<file path="src/rtl/perf_pkg.sv">
// Shared types for the performance counter unit: controller state encoding
// and the readback-select width helper.
package perf_pkg;

    localparam int STATE_W = 2;

    typedef enum logic [STATE_W-1:0] {
        ST_IDLE = 2'd0,
        ST_RUN  = 2'd1,
        ST_HALT = 2'd2
    } state_e;

    function automatic int sel_width(input int n);
        return (n > 1) ? $clog2(n) : 1;
    endfunction

endpackage

</file>
<file path="src/rtl/perf_event_counter.sv">
// Single increment-only counter with wrap or saturate behaviour and a sticky
// overflow flag raised whenever an increment is attempted from all-ones.
module perf_event_counter #(
    parameter int CNT_W = 32,
    parameter int SAT   = 0
) (
    input  logic             clk_i,
    input  logic             rst_i,
    input  logic             inc,
    input  logic             clr,
    output logic [CNT_W-1:0] cnt,
    output logic             ovf
);

    logic [CNT_W-1:0] cnt_q;
    logic             ovf_q;

    always_ff @(posedge clk_i or negedge rst_i) begin
        if (!rst_i) begin
            cnt_q <= '0;
            ovf_q <= 1'b0;
        end else if (clr) begin
            cnt_q <= '0;
            ovf_q <= 1'b0;
        end else if (inc) begin
            if (&cnt_q) begin
                ovf_q <= 1'b1;
                cnt_q <= (SAT != 0) ? cnt_q : '0;
            end else begin
                cnt_q <= cnt_q + CNT_W'(1);
            end
        end
    end

    assign cnt = cnt_q;
    assign ovf = ovf_q;

endmodule

</file>
<file path="src/rtl/perf_counter_unit.sv">
// Performance counter unit: one cycle counter plus N_EVT event counters,
// gated by an IDLE/RUN/HALT controller with an optional cycle limit.
module perf_counter_unit
    import perf_pkg::*;
#(
    parameter int CNT_W = 32,
    parameter int N_EVT = 4,
    parameter int SAT   = 0
) (
    input  logic                        clk_i,
    input  logic                        rst_i,
    input  logic                        start_i,
    input  logic                        clear_i,
    input  logic                        freeze_i,
    input  logic [N_EVT-1:0]            evt_i,
    input  logic [CNT_W-1:0]            limit_i,
    input  logic [sel_width(N_EVT)-1:0] sel_i,
    output logic [CNT_W-1:0]            cycle_o,
    output logic [CNT_W-1:0]            evt_cnt_o,
    output logic [N_EVT:0]              ovf_o,
    output logic                        done_o,
    output logic [STATE_W-1:0]          state_o
);

    state_e           state_q;
    logic             done_q;
    logic             count_en;
    logic             limit_hit;
    logic [CNT_W-1:0] cyc_cnt;
    logic [CNT_W-1:0] cyc_inc;
    logic             cyc_ovf;
    logic [CNT_W-1:0] evt_cnt [N_EVT];
    logic [N_EVT-1:0] evt_ovf;

    assign count_en = (state_q == ST_RUN) && !freeze_i && !clear_i;

    // Truncated increment: a wrap to 0 or a saturated counter never matches a
    // nonzero limit, so a limit at or below the current count is only reached
    // by wrapping around.
    assign cyc_inc   = cyc_cnt + CNT_W'(1);
    assign limit_hit = count_en && (limit_i != '0) && (cyc_inc == limit_i);

    perf_event_counter #(.CNT_W(CNT_W), .SAT(SAT)) u_cycle_cnt (
        .clk_i (clk_i),
        .rst_i (rst_i),
        .inc   (count_en),
        .clr   (clear_i),
        .cnt   (cyc_cnt),
        .ovf   (cyc_ovf)
    );

    for (genvar k = 0; k < N_EVT; k++) begin : g_evt
        perf_event_counter #(.CNT_W(CNT_W), .SAT(SAT)) u_evt_cnt (
            .clk_i (clk_i),
            .rst_i (rst_i),
            .inc   (count_en && evt_i[k]),
            .clr   (clear_i),
            .cnt   (evt_cnt[k]),
            .ovf   (evt_ovf[k])
        );
    end

    always_ff @(posedge clk_i or negedge rst_i) begin
        if (!rst_i) begin
            state_q <= ST_IDLE;
            done_q  <= 1'b0;
        end else if (clear_i) begin
            state_q <= ST_IDLE;
            done_q  <= 1'b0;
        end else begin
            done_q <= limit_hit;
            case (state_q)
                ST_IDLE: if (start_i) state_q <= ST_RUN;
                ST_RUN: begin
                    if (limit_hit)     state_q <= ST_HALT;
                    else if (!start_i) state_q <= ST_IDLE;
                end
                ST_HALT: state_q <= ST_HALT;
                default: state_q <= ST_IDLE;
            endcase
        end
    end

    always_comb begin
        evt_cnt_o = '0;
        for (int k = 0; k < N_EVT; k++) begin
            if (int'(sel_i) == k) evt_cnt_o = evt_cnt[k];
        end
    end

    assign cycle_o = cyc_cnt;
    assign ovf_o   = {cyc_ovf, evt_ovf};
    assign done_o  = done_q;
    assign state_o = state_q;

endmodule
</file>
<file path="config.mk">
export PLATFORM = sky130hd
export DESIGN_NAME = perf_counter_unit
export DESIGN_NICKNAME = d
export VERILOG_FILES = /design/src/rtl/perf_pkg.sv /design/src/rtl/perf_event_counter.sv /design/src/rtl/perf_counter_unit.sv
export SDC_FILE = /design/constraint.sdc
export NUM_CORES = 1
export LEC_CHECK = 0
export BUFFER_PORTS_ARGS = -buffer_cell sky130_fd_sc_hd__buf_2
export CORE_MARGIN = 1
export CORE_UTILIZATION = 52
export DETAILED_ROUTE_END_ITERATION = 8
export GPL_ROUTABILITY_DRIVEN = 0
export PLACE_DENSITY = 0.69
export SETUP_SLACK_MARGIN = 0.05
export SLEW_MARGIN = 20
export SYNTH_ARGS = -nofsm -noshare
export SYNTH_HDL_FRONTEND = slang
export SYNTH_SLANG_ARGS = --single-unit
</file>
<file path="constraint.sdc">
create_clock -name clk_i -period 8.3 [get_ports clk_i]
set_input_delay 0.83 -clock clk_i [delete_from_list [all_inputs] [get_ports clk_i]]
set_output_delay 0.83 -clock clk_i [all_outputs]
set_load 0.03 [all_outputs]
</file>
==> results.md, run 1 <==
- The die is ~140 um tall.
- Static timing analysis puts the maximum clock frequency at about 270 MHz.
- At the pin with the least slew margin, the transition time is 0.938 ns.
- Clock-pin slew was measured on the worst setup and hold paths at 0.07 ns.
- The average instance area after synthesis is around 9.0 um^2.
- By count the netlist is led by 168 x sky130_fd_sc_hd__dfrtp_1, 147 x sky130_fd_sc_hd__nor2_1, 121 x sky130_fd_sc_hd__nand2_1.
- By instance count, the leading cell after synthesis is sky130_fd_sc_hd__dfrtp_1.
- Setup repair after global routing left no endpoint under its margin.
- For this run, the total global-route usage over all layers was measured as 0.304.
- The biggest area contributor in the post-synthesis netlist is sky130_fd_sc_hd__dfrtp_1.
- Clock tree synthesis found a total of around 170 sinks.
- The number of failing setup endpoints in the final timing report is 0.
- The total via count in the routed design is 9434.
- Post-CTS timing repair inserted 0 buffers for setup.
- In this run the worst setup path begins at u_cycle_cnt.cnt[0].
- The total grt overflow is 0.
- For this design the static power due to leakage is 5.00 nW.
- The sequential element share of the synthesized area is 0.405.
- At the worst endpoint, the required time is ~8.6 ns.
- The die area is roughly 21000 um^2.
- For this run, the number of standard cells in the final layout without fillers is 1522.
- The core area is roughly 20000 um^2.
- The arrival time of the worst setup path is 3.98 ns.
- Before antenna repair, the detailed router went through 5 iterations.
- The largest net degree at the start of global routing is 89.
- The number of antenna violations at the first check in global routing was 0.
- Row generation in the floorplan step produced a little over 50 rows.
- Along the worst path, the maximum fanout reaches 10.
- No sink is reached through more buffers than the 2 on the longest clock path.
- After synthesis the cells add up to 10400 um^2.
- The initial core utilization is 0.532.
- The average detailed-routed wire length per instance is slightly below 20 um.
- The number of synthesized register bits is ~170.
- In this run, CTS created clock tree buffers numbering 17.
- Yosys mapped a number of flops with a built-in enable equal to 0.
- The final period demand of the worst path is 3.65 ns.
- The via density per instance is 6.20.
- VDD sags by at most between 0.0001 and 0.00015 V.
- The clock tree from TritonCTS is yes.
- The number of max-slew violations in the final report came to 0.
- At the end of the flow, the number of nets in the layout was 1292.
- The total of buffers placed on input and output ports is between 100 and 150.
- Summed over all nets, the half-perimeter wirelength after detailed placement is around 22 mm.
- The critical path in this run is classified as reg -> reg.
- Yosys attributes the largest share of cell area to sky130_fd_sc_hd__dfrtp_1 41%, sky130_fd_sc_hd__mux4_2 6.9%, sky130_fd_sc_hd__nor2_1 5.3%.
- The startpoint identified for the worst register-to-register timing path is u_cycle_cnt.cnt[0].
- The number of primary I/O pins is about 120.
- The endpoint type of the worst setup path is a flip-flop.
- The fraction of layout cells with a size suffix above 1 is 0.165.
- The area added between synthesis and finish is 13.0%.
- Synthesis handed over a netlist of ~1200 instances.
- The tree is rooted in a sky130_fd_sc_hd__clkbuf_16.
- From left edge to right edge, the die measures ~140 um.
- Counting tap cells, the placed design contains a total of 1490 instances.
- The sum of routed wire length over all layers is around 30 mm.
- Of all flip-flops after synthesis, the portion carrying an async set or reset was 1.00.
- Adding up every negative setup slack in the final design gives 0 ns.
- During synthesis, Yosys emitted a total of 0 warnings.
- The worst setup path is launched from a flip-flop.
- In this run the cell area measured after placement is 11100 um^2.
- The first-pass GRT wire length is ~47 mm.
- The area share of the largest cell type after synthesis is 0.405.
- Counting distinct cell types in the post-synthesis netlist gives 62.
- After the first detailed-routing iteration, the DRC count stood at 949.
- The number of gates resized after CTS was 0.
- The count of inserted antenna diode cells is 0.
- The flip-flop cell with the highest count after synthesis is sky130_fd_sc_hd__dfrtp_1.
- The final worst clock skew is 0.0174 ns.
- The post-detailed-route DRC marker count is 0.
- The sum of internal, switching and leakage power is about 1.8 mW.
- The share of the cycle needed by the critical path after routing is 0.439.
- In this run the tightest slew margin relative to its limit is 0.375.
- The class of the most critical hold timing path is in -> async.
- Final hold analysis gives a worst-case slack of 0.440 ns.
- The antenna violation net count after detailed routing is 0.
- The net count after synthesis is approximately 1200.
- Max-cap violations in this run came to 0.
- The flow ran to the end, and the final reports show no timing, DRC or antenna violations.
- The via count of the first global-routing pass was roughly 8400.
- The cell area after layout is 11700 um^2.
- The H-tree was split into 4 levels.
- Hold repair after CTS inserted 0 buffers.
- The final hold violation count is 0.
- The insertion delay of the later-clocked pin in the worst-skew pair is between 0.4 and 0.5 ns.
- The power density over the cells is 151 nW/um^2.
final timing paths:
| kind | endpoint | slack (ns) | cells after the start |
|---|---|---|---|
| setup / recovery | state_o[0] | 4.65 | 9 |
| hold / removal | u_cycle_cnt.cnt[19] | 0.44 | 1 |
| setup reg to reg | state_o[0] | 4.65 | 9 |
| hold reg to reg | g_evt[0].u_evt_cnt.ovf | 0.49 | 2 |
| max in group asynchronous | g_evt[0].u_evt_cnt.cnt[31] | 6.60 | 2 |
| min in group clk_i | g_evt[0].u_evt_cnt.ovf | 0.49 | 2 |
logic make-up (layout without fill, tap and decap cells):
family                     after synthesis  in the layout  synth area share
DFF                                    168            168             0.405
and+or+nand+nor                        539            539             0.263
muxes                                   34             34            0.0715
AOI/OAI and AO/OA                      227            227             0.132
xor gates and xnor gates               110            110            0.0928
adders and majority gates                5              5           0.00603
buffers and inverters                   71            174            0.0297
per-layer routing:
| layer | routed length [um] | GRT usage |
|---|---|---|
| met1 | 14100 | 0.467 |
| met2 | 13100 | 0.442 |
| met3 | 2350 | 0.0540 |
| met4 | 424 | 0.0767 |
| met5 | 0 | 0 |
flip-flops by register name (all words and copies together), names as in the netlist:
| name | flops |
|---|---|
| u_cycle_cnt.ovf | 1 |
| g_evt.u_evt_cnt.cnt | 128 |
| state_o | 2 |
| u_cycle_cnt.cnt | 32 |
| g_evt.u_evt_cnt.ovf | 4 |
| done_o | 1 |
worst max-delay path, stage by stage (launching register included):
cell and delay (ns):
sky130_fd_sc_hd__dfrtp_1 0.46, sky130_fd_sc_hd__ha_1 0.37, sky130_fd_sc_hd__nand4_4 0.22, sky130_fd_sc_hd__or4b_1 0.76, sky130_fd_sc_hd__or3_1 0.50, sky130_fd_sc_hd__xnor2_1 0.17, sky130_fd_sc_hd__nand4_1 0.16, sky130_fd_sc_hd__nor4_1 0.35
sky130_fd_sc_hd__nand4_1 0.30, sky130_fd_sc_hd__and3_1 0.25
where the power goes:
| group | internal, mW | switching (mW) | total [mW] | leakage (nW) |
|---|---|---|---|---|
| Sequential | 0.823 | 0.00623 | 0.829 | 2.34 |
| Combinational | 0.0405 | 0.0863 | 0.127 | 2.37 |
| Clock | 0.463 | 0.348 | 0.811 | 0.296 |
final cells by class:
class / count / area [um^2]
Fill cell: 1725 / 7800
Multi-Input combinational cell: 915 / 5880
Sequential cell: 168 / 4200
Timing Repair Buffer: 123 / 651
Clock buffer: 19 / 453
Tap cell: 265 / 332
Clock inverter: 13 / 143
Inverter: 19 / 71.3
cells in the final DEF (no fill, tap or decap), types with 4 or more instances in the layout:
| cell | instances |
|---|---|
| sky130_fd_sc_hd__nand3b_1 | 8 |
| sky130_fd_sc_hd__o21ai_0 | 102 |
| sky130_fd_sc_hd__a21oi_1 | 39 |
| sky130_fd_sc_hd__ha_1 | 5 |
| sky130_fd_sc_hd__inv_1 | 19 |
| sky130_fd_sc_hd__nand2_1 | 121 |
| sky130_fd_sc_hd__xor2_1 | 56 |
| sky130_fd_sc_hd__nor2_1 | 147 |
| sky130_fd_sc_hd__xnor2_1 | 54 |
| sky130_fd_sc_hd__and4_1 | 12 |
| sky130_fd_sc_hd__clkinv_2 | 4 |
| sky130_fd_sc_hd__and3_1 | 26 |
| sky130_fd_sc_hd__a21o_1 | 12 |
| sky130_fd_sc_hd__nor2b_1 | 7 |
| sky130_fd_sc_hd__nand3_1 | 65 |
| sky130_fd_sc_hd__o41ai_1 | 4 |
| sky130_fd_sc_hd__nor3_1 | 26 |
| sky130_fd_sc_hd__and2_1 | 15 |
| sky130_fd_sc_hd__inv_6 | 4 |
| sky130_fd_sc_hd__a31oi_1 | 14 |
| sky130_fd_sc_hd__buf_4 | 9 |
| sky130_fd_sc_hd__nor4_1 | 23 |
| sky130_fd_sc_hd__nand4b_1 | 5 |
| sky130_fd_sc_hd__a22o_1 | 4 |
| sky130_fd_sc_hd__dfrtp_1 | 168 |
| sky130_fd_sc_hd__buf_2 | 112 |
| sky130_fd_sc_hd__or3_1 | 14 |
| sky130_fd_sc_hd__nand2b_1 | 8 |
| sky130_fd_sc_hd__nand4_1 | 37 |
| sky130_fd_sc_hd__clkbuf_16 | 17 |
| sky130_fd_sc_hd__or2_2 | 5 |
| sky130_fd_sc_hd__o31ai_1 | 28 |
| sky130_fd_sc_hd__mux4_2 | 32 |
| sky130_fd_sc_hd__o21ai_1 | 5 |
metrics by stage:
step | utilization | worst slack [ns]
floorplan | - | 5.20
global placement | 0.570 | 4.78
detailed placement | 0.570 | 4.78
CTS | 0.600 | 4.76
global route | 0.601 | 4.45
finish | 0.601 | 4.65
No activity file was read; power rests on OpenSTA's default activity.
==> inputs of run 2 (changes only) <==
--- a/config.mk
+++ b/config.mk
@@ -10,7 +10,7 @@
 export CORE_UTILIZATION = 52
 export DETAILED_ROUTE_END_ITERATION = 8
 export GPL_ROUTABILITY_DRIVEN = 0
-export PLACE_DENSITY = 0.69
+export PLACE_DENSITY = 0.72
 export SETUP_SLACK_MARGIN = 0.05
 export SLEW_MARGIN = 20
 export SYNTH_ARGS = -nofsm -noshare
==> constraint.sdc (replaced) <==
create_clock -name clk_i -period 3.17 [get_ports clk_i]
set_input_delay 0.317 -clock clk_i [delete_from_list [all_inputs] [get_ports clk_i]]
set_output_delay 0.317 -clock clk_i [all_outputs]
set_load 0.03 [all_outputs]
==> run 2 against run 1 <==
Net effect: critical path depth stayed put; global-route usage grew 0.54 points; fmax grew 21%; final area rose by 2.6%; clock power grew to 2.6 times the previous value.
==> results.md, run 2 (synthesis results as in run 1) <==
- In the final layout, the share of cells above drive strength 1 is 0.187.
- For the final routed database, the setup TNS stands at 0 ns.
- The maximum root-to-sink buffer count is 2.
- Among all stages on the critical path, the largest delay is contributed by sky130_fd_sc_hd__or4b_4.
- The worst setup path is captured at a flip-flop.
- The antenna violation net count after detailed routing is 0.
- STA puts the critical path data arrival time at 3.31 ns.
- For the final database, setup skew stands at ~0.012 ns.
- After the last flow step, the layout net total stands at roughly 1300.
- In the global route stage, overall resource usage came out at 0.310.
- The path class of the tightest hold or removal check is in -> reg.
- The count of inserted antenna diode cells is 0.
- The highest net fanout along the worst path is 7.
- The largest stage delay on the critical path is 0.64 ns.
- The clock transition at the registers of the reported paths is approximately 0.06 ns.
- The cell repeated most along the worst path is sky130_fd_sc_hd__nand4_1.
- Buffers added to address setup during post-CTS repair amount to 0.
- The clock sink total is roughly 170.
- Leaving out filler cells and counting taps, the final layout contains 1557.
- The final route contains between 9000 and 10000 vias.
- The signal on the critical path passes through ha_1 -> nand4_4 -> or4b_4 -> or3_1 -> xnor2_1 -> nand4_1 -> nor4_1 -> nand4_1 -> and3_1.
- Setup repair after global routing left no endpoint under its margin.
- The total iterations of the first detailed-routing run is 5.
- The worst relative slew slack is 0.357.
- The library cell used most frequently in the layout, excluding fill and tap cells, is sky130_fd_sc_hd__dfrtp_1.
- For the finished layout, the period the worst path requires is between 3 and 4 ns.
- STA classifies the critical path startpoint as a flip-flop.
- The final hold violation count is 0.
- For this run, design rule violations remaining after detail routing come to 0.
- The first-pass GRT wire length is slightly below 50 mm.
- The initial core utilization is 0.532.
- The area added between synthesis and finish is 15.9%.
- The worst setup path is of the reg -> reg kind.
- For the pin with the worst max-slew slack, the measured transition is slightly below 1 ns.
- The share of the cycle needed by the critical path after routing is 0.948.
- After the first detailed-routing iteration, the DRC count stood at between 900 and 1000.
- Entering global routing, the biggest net connects 76 pins.
- The number of flip-flops in the largest register is approximately 130.
- For this design the top-level I/O count stands at between 100 and 150.
- In the layout the commonest cells are 168 x sky130_fd_sc_hd__dfrtp_1, 146 x sky130_fd_sc_hd__nor2_1, 121 x sky130_fd_sc_hd__nand2_1, 113 x sky130_fd_sc_hd__buf_2, 102 x sky130_fd_sc_hd__o21ai_0.
- The count of standard-cell rows is 51.
- The maximum level of the CTS H-tree is 4.
- The clock reaches the later pin of the worst-skew pair after about 0.43 ns.
- After detailed routing, the average wire length per cell comes to approximately 20 um.
- The total grt overflow is 0.
- The sum of internal, switching and leakage power is ~4.7 mW.
- Max-cap violations in this run came to 0.
- Input and output buffers added on the ports amount to between 100 and 150.
- In this run, CTS created clock tree buffers numbering 17.
- TritonCTS built the clock tree.
- The number of max-slew violations in the final report came to 0.
- The highest clock frequency the design can meet is 333 MHz.
- The horizontal die dimension is 143 um.
- The via density per instance is 6.24.
- The core area is approximately 20000 um^2.
- The leakage dissipation is roughly 5.2 nW.
- The flow ran to the end, and the final reports show no timing, DRC or antenna violations.
- The sum of routed wire length over all layers is roughly 31 mm.
- Clock tree synthesis selected as its root buffer the cell sky130_fd_sc_hd__clkbuf_16.
- The count of placed standard cells including taps is between 1500 and 2000.
- The HPWL reported at the end of detailed placement is between 20 and 25 mm.
- Setup violations remaining at the end of the flow were counted as 0.
- The number of antenna violations at the first check in global routing was 0.
- For this design the ratio of total power to cell area is approximately 390 nW/um^2.
- The peak ir drop on the vdd network is ~0.00035 V.
- The via count of the first global-routing pass came to between 8000 and 9000.
- The die area is approximately 20000 um^2.
- Measured along the y axis, the die boundary spans between 100 and 150 um.
- The required time of the critical path is around 3.5 ns.
## run 2: final timing paths
check                                       start                          to  slack (ns)  depth (start not counted)
setup / recovery               u_cycle_cnt.cnt[1]                  state_o[0]        0.16                          9
hold / removal                            start_i                  state_o[0]        0.17                          2
setup reg to reg               u_cycle_cnt.cnt[1]                  state_o[0]        0.16                          9
hold reg to reg            g_evt[0].u_evt_cnt.ovf      g_evt[0].u_evt_cnt.ovf        0.50                          2
max in group asynchronous                   rst_i  g_evt[0].u_evt_cnt.cnt[14]        1.83                          3
min in group asynchronous                   rst_i          u_cycle_cnt.cnt[0]        0.46                          2
## run 2: routing by layer
metal / share of wire / routed length (um) / vias to the layer above / GRT usage
met5: 0 / 0 / - / 0
met2: 0.44 / 13500 / 517 / 0.452
met1: 0.44 / 13400 / 4691 / 0.459
li1: - / - / 4457 / -
met3: 0.10 / 3100 / 56 / 0.0738
met4: 0.022 / 667 / 0 / 0.0817
## run 2: report_power, final
part | switching (mW) | internal, mW | leakage [nW]
clock network | 0.876 | 1.26 | 0.282
logic | 0.235 | 0.117 | 2.57
registers | 0.0158 | 2.16 | 2.34
## run 2: worst max-delay path, delay by kind of cell (launching register included)
kind                     cells  cell delay, ns
flip-flops                   1            0.41
AND/OR/NAND/NOR              7            2.08
XOR/XNOR                     1            0.17
adder cells (fa/ha/maj)      1            0.24
## run 2: final cells by class
type	instances	area [um^2]
inverter	19	71.3
tap	265	332
multi-input combinational	915	5880
clock buffer	19	443
timing repair buffer	160	950
clock inverter	11	149
fill	1697	7490
sequential	168	4200
## run 2: metrics by stage
stage | hold WS, ns | setup slack [ns] | instance area, um^2 | util
finish | 0.167 | 0.164 | 12000 | 0.616
global route | 0.146 | 0.0732 | 12000 | 0.616
CTS | 0.150 | 0.0910 | 12000 | 0.616
detailed placement | 0.373 | 0.157 | 11400 | 0.585
global placement | 0.370 | 0.253 | 11400 | 0.585
floorplan | 0.0214 | 0.116 | 10400 | -
## run 2: what timing repair did
item	4_1_cts	5_1_grt
resized for setup	0	2
setup endpoints to repair	0	2
hold buffers	1	0
hold endpoints to repair	67	0
==> inputs of run 3 (changes only) <==
==> constraint.sdc (replaced) <==
create_clock -name clk_i -period 3.17 [get_ports clk_i]
set_input_delay 0.634 -clock clk_i [delete_from_list [all_inputs] [get_ports clk_i]]
set_output_delay 0.634 -clock clk_i [all_outputs]
set_load 0.03 [all_outputs]
==> run 3 against run 2 <==
Net effect: power grew 0.20%; routed wire length grew 2.3%; combinational power grew 3%; register-to-register slack lost 0.02 ns; critical endpoint unchanged.
==> results.md, run 3 (synthesis results as in run 1) <==
- The fraction of layout cells with a size suffix above 1 is 0.190.
- The number of antenna violations at the first check in global routing is 0.
- The clock transition at the registers of the reported paths is 0.07 ns.
- Data on the critical path arrives at its endpoint at 3.35 ns.
- Of all nets on the critical path, the largest fanout is 7.
- The via count of the first global-routing pass is a little over 9000.
- The largest single stage delay on the critical path is between 0.6 and 0.7 ns.
- The first routing iteration left 933 violations.
- Setup violations remaining at the end of the flow were counted as 0.
- The fraction of the core area covered by cells at the end of the flow is 0.620.
- Once the clock tree was built, the setup fixing pass inserted 0 buffers.
- Setup repair after global routing left no endpoint under its margin.
- The total via count in the routed design is 9842.
- The instance area after placement is 11500 um^2.
- The total grt overflow is 0.
- For this design the static power due to leakage is around 5.2 nW.
- The peak ir drop on the vdd network is approximately 0.00039 V.
- Before antenna repair, the detailed router went through 5 iterations.
- The die area is just over 20000 um^2.
- Entering global routing, the biggest net connects 84 pins.
- The clock passes through at most 2 buffers.
- The final period demand of the worst path is 3.03 ns.
- The final worst clock skew is 0.0104 ns.
- The power density over the cells is 385 nW/um^2.
- The initial utilization of the core area, before any placement, comes to 0.532.
- The worst pin sits at a relative slew slack of 0.359.
- The top cell types in the final layout, fill and taps aside, are 168 x sky130_fd_sc_hd__dfrtp_1, 147 x sky130_fd_sc_hd__nor2_1, 121 x sky130_fd_sc_hd__nand2_1, 113 x sky130_fd_sc_hd__buf_2, 102 x sky130_fd_sc_hd__o21ai_0.
- The critical path's slowest cell is sky130_fd_sc_hd__or4b_4.
- The max-cap check violation count is 0.
- Walking the worst path, the cells encountered are ha_1 -> nand4_4 -> or4b_4 -> or3_1 -> xnor2_1 -> nand4_1 -> nor4_1 -> nand4_1 -> and3_1.
- The final sum of negative setup slack is 0 ns.
- Wires add up to 31.3 mm.
- The number of flip-flops in the largest register is 128.
- Across every metal layer, demand over resource in global routing totals 0.318.
- STA classifies the critical path startpoint as a flip-flop.
- The clock root buffer master is sky130_fd_sc_hd__clkbuf_16.
- In the routed layout, each cell is associated on average with a via count of 6.30.
- From synthesis to final layout, the design area changed by 16.6%.
- The highest clock frequency the design can meet is between 300 and 400 MHz.
- The maximum level of the CTS H-tree is 4.
- The tightest min-delay check is of the in -> async type.
- The insertion delay of the later-clocked pin in the worst-skew pair is 0.44 ns.
- The share of the cycle needed by the critical path after routing is 0.954.
- The number of primary I/O pins is roughly 120.
- After floorplanning, the core was divided into 51 placement rows.
- The number of max-slew violations in the final report was 0.
- Input and output buffers added on the ports amount to 114.
- The number of inserted filler cells in the final layout is approximately 1700.
- The flow ran to the end, and the final reports show no timing, DRC or antenna violations.
- The sum of internal, switching and leakage power is between 4 and 5 mW.
- The first-pass GRT wire length is between 40 and 50 mm.
- The core area is roughly 20000 um^2.
- The required time of the critical path is between 3 and 4 ns.
- The HPWL reported at the end of detailed placement is 22.9 mm.
- Setup slack closes at between 0.1 and 0.15 ns.
- The cell area after layout is 12100 um^2.
- The net count of the finished layout is roughly 1300.
- After detailed routing, the number of remaining DRC violations is 0.
- The antenna violation net count after detailed routing is 0.
- Leaving out fill and tap cells, the most frequent cell in the layout is sky130_fd_sc_hd__dfrtp_1.
- STA classifies the critical path endpoint as a flip-flop.
- The clock sink total is 168.
- Clock tree synthesis inserted a total of 17 buffers.
- By instance count, the cell type seen most on the critical path is sky130_fd_sc_hd__nand4_1.
- The horizontal die dimension is about 140 um.
- The clock tree from TritonCTS is yes.
- For the pin with the worst max-slew slack, the measured transition is between 0.9 and 1 ns.
- In the final routed layout, each cell accounts on average for 20.0 um.
- The final hold violation count is 0.
- The floorplan step set the die height to 143 um.
- The type of the worst setup path is reg -> reg.
- At the placement stage, the worst setup path has a slack of 0.118 ns.
[run 3: repair_timing]
item | CTS | global route
setup endpoints to repair | 0 | 2
hold buffers | 0 | 0
resized for setup | 0 | 2
[run 3: final cells by class]
cell class,instances,area (um^2),share of cell area
clock inverter,14,161,0.0133
inverter,19,71.3,0.00589
tap,265,332,0.0274
clock buffer,18,429,0.0355
sequential,168,4200,0.347
multi-input combinational,915,5880,0.486
timing repair buffer,163,1020,0.0843
antenna,1,2.50,0.000207
[run 3: per-stage QoR]
step	std cells	hold slack [ns]
floorplan	1154	0.338
global placement	1530	0.477
detailed placement	1530	0.487
CTS	1562	0.0914
global route	1562	0.0933
finish	1563	0.0847
[run 3: layer usage]
layer,global-route usage,part of all wire
met1,0.464,0.44
met2,0.486,0.45
met3,0.0523,0.090
met4,0.0969,0.021
met5,0,0
[run 3: report_power, final]
part	total [mW]	switching, mW	leakage (nW)	internal (mW)
registers	2.17	0.0149	2.34	2.15
clock network	2.13	0.947	0.290	1.18
logic	0.364	0.238	2.60	0.126
total	4.66	1.20	5.23	3.46
[run 3: worst max-delay path: cells and delay by family, from the launching register on]
kind                     cells  cell delay [ns]
flip-flops                   1             0.42
AND/OR/NAND/NOR              7             2.08
adder cells (fa/ha/maj)      1             0.24
XOR/XNOR                     1             0.16
[run 3: path summary, 6_finish.rpt]
path / startpoint / end / slack, ns / cells past startpoint
max: u_cycle_cnt.cnt[1] / state_o[0] / 0.14 / 9
min: rst_i / u_cycle_cnt.cnt[4] / 0.08 / 1
max reg2reg: u_cycle_cnt.cnt[1] / state_o[0] / 0.14 / 9
min reg2reg: g_evt[0].u_evt_cnt.ovf / g_evt[0].u_evt_cnt.ovf / 0.49 / 2
max in group asynchronous: rst_i / g_evt[1].u_evt_cnt.cnt[31] / 2.33 / 2
min in group clk_i: start_i / state_o[0] / 0.46 / 2
